## src/rtl/ex_muldiv.sv

```systemverilog
// ex_muldiv - iterative multiply/divide unit for the EX stage.
//
// Executes MULTU/MULT/DIVU/DIV on WIDTH-bit operands in one shared
// shift-based datapath (one step per cycle, WIDTH steps per op) and
// returns a 2*WIDTH-bit {HI,LO} result.
//
// Ports:
//   clk          clock, all state updates on the rising edge
//   rst          synchronous active-high reset
//   start_i      request an operation (sampled only in IDLE)
//   op_i         00 MULTU, 01 MULT, 10 DIVU, 11 DIV
//   opdata1_i    multiplicand / dividend
//   opdata2_i    multiplier / divisor
//   annul_i      flush: aborts any operation, blocks acceptance
//   stall_o      combinational pipeline stall request
//   ready_o      one-cycle result-valid pulse
//   divzero_o    the result came from a division by zero
//   result_o     {HI,LO}: mul = full product; div = {remainder, quotient}
//   dbg_state_o  FSM state (0 IDLE, 1 RUN, 2 DONE) for observation
//
// Handshake: an operation is accepted on the rising edge that ends a cycle
// in which the unit is IDLE, start_i=1 and annul_i=0. ready_o is a single
// cycle pulse; result_o/divzero_o are valid while ready_o=1 and then hold
// until the next accept. There is no back-pressure on the result.
module ex_muldiv #(
    parameter int WIDTH = 32
) (
    input  logic                 clk,
    input  logic                 rst,
    input  logic                 start_i,
    input  logic [1:0]           op_i,
    input  logic [WIDTH-1:0]     opdata1_i,
    input  logic [WIDTH-1:0]     opdata2_i,
    input  logic                 annul_i,
    output logic                 stall_o,
    output logic                 ready_o,
    output logic                 divzero_o,
    output logic [2*WIDTH-1:0]   result_o,
    output logic [1:0]           dbg_state_o
);

    localparam int CW = (WIDTH > 2) ? $clog2(WIDTH) : 1;

    typedef enum logic [1:0] {
        S_IDLE = 2'd0,
        S_RUN  = 2'd1,
        S_DONE = 2'd2
    } state_t;

    state_t               r_state;
    logic [CW-1:0]        r_cnt;
    logic [1:0]           r_op;
    logic                 r_neg_res;   // operand signs differ (product / quotient)
    logic                 r_neg_rem;   // dividend was negative (remainder sign)
    logic [WIDTH-1:0]     r_a;         // multiplicand or divisor magnitude
    logic [2*WIDTH-1:0]   r_acc;       // {acc_hi, multiplier} or {rem, quot}
    logic [2*WIDTH-1:0]   r_result;
    logic                 r_divzero;

    // ---------------- operand preparation ----------------
    logic                 w_is_div;
    logic                 w_is_signed;
    logic                 w_op1_neg;
    logic                 w_op2_neg;
    logic [WIDTH-1:0]     w_abs1;
    logic [WIDTH-1:0]     w_abs2;
    logic                 w_div_by_zero;
    logic                 w_accept;

    assign w_is_div      = op_i[1];
    assign w_is_signed   = op_i[0];
    assign w_op1_neg     = w_is_signed & opdata1_i[WIDTH-1];
    assign w_op2_neg     = w_is_signed & opdata2_i[WIDTH-1];
    // The most negative value negates to itself, which read as unsigned is
    // exactly its magnitude 2^(WIDTH-1).
    assign w_abs1        = w_op1_neg ? -opdata1_i : opdata1_i;
    assign w_abs2        = w_op2_neg ? -opdata2_i : opdata2_i;
    assign w_div_by_zero = w_is_div && (opdata2_i == '0);
    assign w_accept      = (r_state == S_IDLE) && start_i && !annul_i;

    // ---------------- multiply step ----------------
    // Low half of r_acc holds the unconsumed multiplier bits; its LSB decides
    // whether the multiplicand is added into the high half, then everything
    // shifts right by one (the carry lands in the top bit).
    logic [WIDTH:0]       w_mul_sum;
    logic [2*WIDTH-1:0]   w_mul_next;

    assign w_mul_sum  = {1'b0, r_acc[2*WIDTH-1:WIDTH]} + (r_acc[0] ? {1'b0, r_a} : '0);
    assign w_mul_next = {w_mul_sum, r_acc[WIDTH-1:1]};

    // ---------------- restoring divide step ----------------
    // The shifted partial remainder can need WIDTH+1 bits, so the bit that
    // leaves the top of the upper half is kept for the trial subtraction.
    logic [WIDTH:0]       w_div_top;
    logic [WIDTH+1:0]     w_div_diff;
    logic                 w_div_ok;
    logic [2*WIDTH-1:0]   w_div_next;

    assign w_div_top  = r_acc[2*WIDTH-1:WIDTH-1];
    assign w_div_diff = {1'b0, w_div_top} - {2'b00, r_a};
    assign w_div_ok   = ~w_div_diff[WIDTH+1];
    assign w_div_next = {(w_div_ok ? w_div_diff[WIDTH-1:0] : w_div_top[WIDTH-1:0]),
                         r_acc[WIDTH-2:0], w_div_ok};

    logic [2*WIDTH-1:0]   w_step;
    assign w_step = r_op[1] ? w_div_next : w_mul_next;

    // ---------------- sign correction of the final step ----------------
    logic [WIDTH-1:0]     w_quot;
    logic [WIDTH-1:0]     w_rem;
    logic [WIDTH-1:0]     w_quot_fix;
    logic [WIDTH-1:0]     w_rem_fix;
    logic [2*WIDTH-1:0]   w_prod_fix;
    logic [2*WIDTH-1:0]   w_final;

    assign w_quot     = w_step[WIDTH-1:0];
    assign w_rem      = w_step[2*WIDTH-1:WIDTH];
    assign w_quot_fix = r_neg_res ? -w_quot : w_quot;
    assign w_rem_fix  = r_neg_rem ? -w_rem : w_rem;
    assign w_prod_fix = r_neg_res ? -w_step : w_step;
    assign w_final    = r_op[1] ? {w_rem_fix, w_quot_fix} : w_prod_fix;

    // ---------------- FSM ----------------
    always_ff @(posedge clk) begin
        if (rst) begin
            r_state   <= S_IDLE;
            r_cnt     <= '0;
            r_op      <= 2'b00;
            r_neg_res <= 1'b0;
            r_neg_rem <= 1'b0;
            r_a       <= '0;
            r_acc     <= '0;
            r_result  <= '0;
            r_divzero <= 1'b0;
        end else begin
            case (r_state)
                S_IDLE: begin
                    if (w_accept) begin
                        if (w_div_by_zero) begin
                            r_result  <= '0;
                            r_divzero <= 1'b1;
                            r_state   <= S_DONE;
                        end else begin
                            r_divzero <= 1'b0;
                            r_op      <= op_i;
                            r_neg_res <= w_op1_neg ^ w_op2_neg;
                            r_neg_rem <= w_op1_neg;
                            r_a       <= w_is_div ? w_abs2 : w_abs1;
                            r_acc     <= {{WIDTH{1'b0}}, (w_is_div ? w_abs1 : w_abs2)};
                            r_cnt     <= '0;
                            r_state   <= S_RUN;
                        end
                    end
                end
                S_RUN: begin
                    if (annul_i) begin
                        r_state <= S_IDLE;
                    end else begin
                        r_acc <= w_step;
                        if (r_cnt == CW'(WIDTH - 1)) begin
                            r_result <= w_final;
                            r_state  <= S_DONE;
                        end else begin
                            r_cnt <= r_cnt + CW'(1);
                        end
                    end
                end
                S_DONE: begin
                    r_state <= S_IDLE;
                end
                default: begin
                    r_state <= S_IDLE;
                end
            endcase
        end
    end

    // ---------------- outputs ----------------
    assign ready_o     = (r_state == S_DONE) && !annul_i;
    assign stall_o     = ((r_state == S_IDLE) && start_i && !annul_i && !w_div_by_zero) ||
                         ((r_state == S_RUN) && !annul_i);
    assign divzero_o   = r_divzero;
    assign result_o    = r_result;
    assign dbg_state_o = r_state;

endmodule

```

## config.mk

```make
export PLATFORM = sky130hd
export DESIGN_NAME = ex_muldiv
export DESIGN_NICKNAME = d
export VERILOG_FILES = /design/src/rtl/ex_muldiv.sv
export SDC_FILE = /design/constraint.sdc
export NUM_CORES = 1
export LEC_CHECK = 0
export ABC_AREA = 1
export CORE_MARGIN = 4
export CORE_UTILIZATION = 25
export CTS_CLUSTER_DIAMETER = 100
export DETAILED_ROUTE_END_ITERATION = 12
export SYNTH_ARGS = -nofsm -noshare
export SYNTH_HDL_FRONTEND = slang
export SYNTH_SLANG_ARGS = --single-unit
export TNS_END_PERCENT = 50
```

## constraint.sdc

```tcl
create_clock -name clk -period 3.8 [get_ports clk]
set_input_delay 0.38 -clock clk [delete_from_list [all_inputs] [get_ports clk]]
set_output_delay 0.38 -clock clk [all_outputs]
set_load 0.02 [all_outputs]
```

==> impl_metrics.toml, run 1 <==
[global_routing]
initial_antenna_violation_count = 0
total_grt_overflow = 0
groute.usage.overall = 0.198
first_global_vias = 19171
grt_pass1_wl_um = 111000
grt_max_degree = 76

[logic_synthesis]
post_synth_inst_count = 3007
synth_edf_count = 0
ys_seq_area_frac = 0.202
syn_nets = 3149
mappedNetlistArea_um2 = 16900
synth_top_flop_cell = "sky130_fd_sc_hd__dfxtp_1"
yosys_register_bits = 171
async_reset_ff_frac = 0
synth_top_area_share = 0.208
avg_inst_size_synth_um2 = 5.63
synth_top_cell_by_area = "sky130_fd_sc_hd__nand2_1"
ys.warnings.count = 0
netlist-cell-type-count = 56
synth_top_cells_by_area = "sky130_fd_sc_hd__nand2_1 (21%), sky130_fd_sc_hd__dfxtp_1 (20%), sky130_fd_sc_hd__inv_1 (9.3%)"

[routing]
route.met2.wl_um = 33200
antenna_violating_nets_post_route = 0
via_count = 20493
drt-wirelength-per-cell_um = 17.4
dr.pass1.iters = 6
met1_length_um = 32300
vias_per_cell = 4.86
drt-total-wl_um = 73500
met3_wirelength_um = 4040
remaining_drc_errors = 0
initialDrtViolationCount = 1995
maxUsedRoutingLayer = "met4"

[power]
worst_ir_drop_vdd_v = 0.000376
p_total_w = 0.00609
p_per_area_nw_per_um2 = 272
power_switching_w = 0.00249
p_seq_frac = 0.313
switching_share = 0.409
p_int_w = 0.00360
p_leak_nw = 10.7
comb_power_share = 0.378
pwr-share-clk = 0.309

[cells_and_area]
layout-drive-gt1-share = 0.160
final-seq-area_um2 = 3470
post-route-util = 0.334
final_design_area_no_fill_um2 = 22400
final_common_cell = "sky130_fd_sc_hd__nand2_1"
most-common-layout-cells = "sky130_fd_sc_hd__nand2_1 (907), sky130_fd_sc_hd__inv_1 (408), sky130_fd_sc_hd__buf_4 (272)"
syn2layout_area_growth_pct = 32.4
fin_nets = 3476
multi_input_area_um2 = 12100
num-fill-cells = 7364
diodes = 0

[critical_path]
worstPathBufferInverterCount = 1
crit_required_ps = 4140
reg_to_reg_setup_timing_slack_ps = 150
r2r.worst_path.cells = 27
timing.critical_path.to_type = "flop"
slowest_stage = "sky130_fd_sc_hd__dfxtp_2"
r2r-start = "r_acc[53]"
critPathArrivalTime_ps = 3990
setup.worst_path.start_class = "flop"
critical_path.reg2reg.endpoint = "result_o[50]"
biggest_cell_delay_along_the_critical_path_ps = 400
critical-path-top-cell-by-count = "sky130_fd_sc_hd__nand2_2"
worst_path_dominant_cell_family = "simple AND/OR/NAND/NOR gates"
timing.critical_path.fanout_max = 4
worst-setup-path-type = "flop to flop"

[clock_tree]
clk_root_buffer_cell = "sky130_fd_sc_hd__clkbuf_16"
htreeDepth = 4
clkTransAtPathRegs_ps = 80
cts_buffers = 17
clock_insertion_delay_worst_skew_ps = 510
cts-root-to-sink-buffers = 2
cts_tree = "done"
clock_sinks = 171
cts_hold_repair.buffers = 0

[sta]
fin_worst_hold_slack_ps = 105
slew-limit-headroom = 0.373
tightest_slew_ps = 940
max_freq_ghz = 0.274
final_min_period_over_clock_period = 0.961
number_of_hold_slack_violations_in_the_final_timing_report = 0
report.final.slew_viol_count = 0
setup_slack_ps = 150
clock-skew-final_ps = 26.3
post-route-min-period_ps = 3650
setup_viol_count_final = 0
rsz_0062_raised_after_global_routing = "true"

[place]
io_buffers = 138
dpl_cell_area_um2 = 21000
globalplace.congestion = 0.992
dp_hpwl_um = 59600
detailedPlace.worstSlack_ps = -80.0

[die]
core.rowCount = 95
dieWidth_um = 268
design.die.area_um2 = 72000
chipHeight_um = 268
floorplan.io_pins = 139
core_area_um2 = 67200
start_util = 0.252

[flow_run]
drv.max_cap_violation_count = 0

[min_path]
worst_hold_startpoint = "rst"
min_path_cells = 2
hold_path_class = "input pin to flop"
worstHoldEndpoint = "r_cnt[1]"

[outcome]
outcome = "complete, no violations"
[worst max-delay path by stage]
stage | startpoint | to | slack (ps) | cells past startpoint
floorplan | r_a[15] | result_o[50] | 380 | 29
global placement | r_a[20] | result_o[62] | -6 | 24
detailed placement | r_a[28] | result_o[60] | -80 | 27
CTS | r_a[20] | result_o[63] | 7 | 23
global route | r_acc[55] | result_o[60] | -110 | 26
finish | r_acc[53] | result_o[50] | 150 | 27
[synthesized netlist by cell type, drive strengths merged, types with 31 or more instances]
| cell type | number |
|---|---|
| inv | 431 |
| o211ai | 31 |
| ha | 70 |
| nand3 | 240 |
| buf | 41 |
| nor3 | 43 |
| nand4 | 36 |
| dfxtp | 171 |
| o21ai | 184 |
| nand2 | 952 |
| xor2 | 53 |
| clkbuf | 67 |
| nor2 | 303 |
| a21oi | 215 |
[cells by family (layout without fill, tap and decap cells)]
| group | Yosys count | count (layout) | synth area share |
|---|---|---|---|
| xor gates and xnor gates | 78 | 78 | 0.0403 |
| adders and majority gates | 72 | 72 | 0.0541 |
| AOI/OAI and AO/OA | 515 | 515 | 0.170 |
| DFF | 171 | 171 | 0.202 |
| buffers and inverters | 544 | 884 | 0.126 |
| and+or+nand+nor | 1627 | 1627 | 0.407 |
[what timing repair did]
action	CTS	global route
pin swaps	4	36
resized for setup	17	151
buffers inserted	4	9
endpoints found under the setup margin	8	31
hold endpoints to repair	0	0
gates cloned	0	1
[per-stage QoR]
stage          setup TNS (ps)  std cells
5_1_grt                  -804       4220
2_1_floorplan               0       3007
3_3_place_gp            -6.12       4174
6_report                    0       4220
4_1_cts                     0       4210
3_5_place_dp             -366       4174
[power by group through the flow]
stage | Combinational [W] | Clock, W | Sequential, W
after floorplan | 0.00130 | 0 | 0.00193
after global placement | 0.00213 | 0 | 0.00194
after detailed placement | 0.00213 | 0 | 0.00194
after CTS | 0.00217 | 0.00193 | 0.00190
after global routing | 0.00251 | 0.00199 | 0.00191
final | 0.00230 | 0.00188 | 0.00190
[area by class of cell]
type | instances | area share
timing repair buffer | 416 | 0.158
sequential | 171 | 0.155
multi-input combinational | 2292 | 0.538
inverter | 436 | 0.0731
clock buffer | 17 | 0.0190
tap | 873 | 0.0487
clock inverter | 15 | 0.00832
[metal layers]
metal  global-route usage  vias to the layer above
met4               0.0953                        0
met5                    0                        -
li1                     -                    10348
met3               0.0260                      138
met1                0.260                     9307
met2                0.324                      700
[sequential cells by signal, indices dropped and copies added, names as in the netlist]
signal and count:
r_neg_res 1, r_op 1, r_a 32, dbg_state_o 2, result_o 64, r_neg_rem 1, r_acc 64, r_cnt 5
divzero_o 1
(Power assumes the default switching activity.)
==> inputs of run 2 (changes only) <==
CORE_ASPECT_RATIO = 1.1   (was unset)
==> run 2 against run 1 <==
Cell area increased by 1.7%. Sequential power hardly changed. Utilization is 0.77 points higher. Sequential share of layout area down 0.23 points. Combinational power rose by 2%. Cell count increased by 0.50%. Clock skew rose by 1.6 ps. Flip-flop and latch count is the same. Highest routed layer unchanged.
==> impl_metrics.toml, run 2 (synthesis results as in run 1) <==
[sta]
finalSetupTns_ps = 0
number_of_hold_slack_violations_in_the_final_timing_report = 0
report.final.slew_viol_count = 0
final_min_period_over_clock_period = 0.971
rsz_0062_raised_after_global_routing = "true"
tightest_slew_ps = 924
fin_worst_hold_slack_ps = 463
setup_viol_count_final = 0
setup_slack_ps = 109
post-route-min-period_ps = 3690
slew-limit-headroom = 0.377
max_freq_ghz = 0.271
clock-skew-final_ps = 27.8

[cells_and_area]
diodes = 0
layout-drive-gt1-share = 0.179
most-common-layout-cells = "sky130_fd_sc_hd__nand2_1 (891), sky130_fd_sc_hd__inv_1 (402), sky130_fd_sc_hd__buf_4 (307)"
fin_nets = 3512
syn2layout_area_growth_pct = 34.7
post-route-util = 0.341
final_common_cell = "sky130_fd_sc_hd__nand2_1"

[outcome]
outcome = "complete, no violations"

[critical_path]
timing.critical_path.depth = 27
worst-setup-path-type = "flop to flop"
startpoint = "r_acc[41]"
reg_to_reg_setup_timing_slack_ps = 110
slowest_stage = "sky130_fd_sc_hd__dfxtp_1"
crit_end = "result_o[48]"
timing.critical_path.fanout_max = 4
critPathArrivalTime_ps = 4030
biggest_cell_delay_along_the_critical_path_ps = 430
worstPathBufferInverterCount = 2
timing.critical_path.to_type = "flop"
r2r.worst_path.cells = 27
crit_required_ps = 4140
setup.worst_path.start_class = "flop"
worst_path_dominant_cell_family = "simple AND/OR/NAND/NOR gates"
critical_path.reg2reg.endpoint = "result_o[48]"
critical-path-top-cell-by-count = "sky130_fd_sc_hd__nand3_4"
r2r-start = "r_acc[41]"

[routing]
met1_length_um = 31300
initialDrtViolationCount = 1432
remaining_drc_errors = 0
antenna_violating_nets_post_route = 0
met3_wirelength_um = 3470
drt-wirelength-per-cell_um = 17.8
drt-total-wl_um = 75600
route.met2.wl_um = 36600
vias_per_cell = 4.85
maxUsedRoutingLayer = "met4"
dr.pass1.iters = 6
via_count = 20555

[clock_tree]
clock_insertion_delay_worst_skew_ps = 480
clock_sinks = 171
cts-root-to-sink-buffers = 2
clkTransAtPathRegs_ps = 90
cts_tree = "done"
cts_buffers = 17
htreeDepth = 4
clk_root_buffer_cell = "sky130_fd_sc_hd__clkbuf_16"

[place]
io_buffers = 138
globalplace.congestion = 1.00
detailedPlace.worstSlack_ps = -127
dp_hpwl_um = 61300

[power]
switching_share = 0.408
comb_power_share = 0.386
p_leak_nw = 10.9
pwr-share-clk = 0.302
power_switching_w = 0.00249
p_per_area_nw_per_um2 = 267
p_seq_frac = 0.312
worst_ir_drop_vdd_v = 0.000348
p_int_w = 0.00360

[global_routing]
total_grt_overflow = 0
initial_antenna_violation_count = 0
grt_pass1_wl_um = 112000
first_global_vias = 19320
groute.usage.overall = 0.201
grt_max_degree = 76

[die]
chipHeight_um = 281
start_util = 0.254
dieWidth_um = 256
design.die.area_um2 = 72000
floorplan.io_pins = 139
core_area_um2 = 66800
core.rowCount = 99

[flow_run]
drv.max_cap_violation_count = 0

[min_path]
hold_path_class = "flop to flop"
[run 2: changes by cell type in the layout (fill, tap and decap cells not counted), sizes merged]
| cell | previous run | this run |
|---|---|---|
| buf | 278 | 315 |
| inv | 441 | 437 |
| clkbuf | 18 | 17 |
| clkinv | 10 | 14 |
[run 2: layer usage]
metal	GRT usage	up-vias
met5	0	-
met4	0.0986	0
met3	0.0199	153
met2	0.354	662
met1	0.244	9332
li1	-	10408
[run 2: layout make-up]
| cell class | count | area [um^2] |
|---|---|---|
| clock buffer | 17 | 425 |
| clock inverter | 15 | 175 |
| fill | 7324 | 44000 |
| inverter | 436 | 1640 |
| multi-input combinational | 2292 | 12200 |
| sequential | 171 | 3470 |
| tap | 858 | 1070 |
| timing repair buffer | 452 | 3820 |
[run 2: timing repair]
item,4_1_cts,5_1_grt
cloned,0,0
pin swaps,5,51
resized for setup,12,206
buffers inserted,1,8
hold buffers,0,0
setup endpoints to repair,14,31
[run 2: through the flow]
stage	instances	total power (W)	instance area (um^2)
2_1_floorplan	3007	0.00323	16900
3_3_place_gp	4200	0.00411	21300
3_5_place_dp	4200	0.00411	21300
4_1_cts	4233	0.00597	21900
5_1_grt	4241	0.00641	22800
6_report	4241	0.00609	22800
[run 2: worst min-delay path by stage]
stage                       from      endpoint  cells after the start
floorplan               r_acc[8]      r_acc[8]                      2
global placement    result_o[14]  result_o[14]                      2
detailed placement  result_o[18]  result_o[18]                      2
CTS                 result_o[18]  result_o[18]                      2
global route        result_o[54]  result_o[54]                      2
finish              result_o[14]  result_o[14]                      2
[run 2: power by group through the flow]
stage / Combinational [W] / Sequential [W] / Clock, W
after global routing: 0.00256 / 0.00191 / 0.00194
after floorplan: 0.00130 / 0.00193 / 0
after global placement: 0.00218 / 0.00193 / 0
final: 0.00235 / 0.00190 / 0.00184
after CTS: 0.00219 / 0.00189 / 0.00188
after detailed placement: 0.00218 / 0.00194 / 0
[run 2: worst min-delay path: cells and delay by family, from the launching register on]
family	cells	cell delay [ps]
flops	1	310
simple gates	1	60
compound gates	1	50
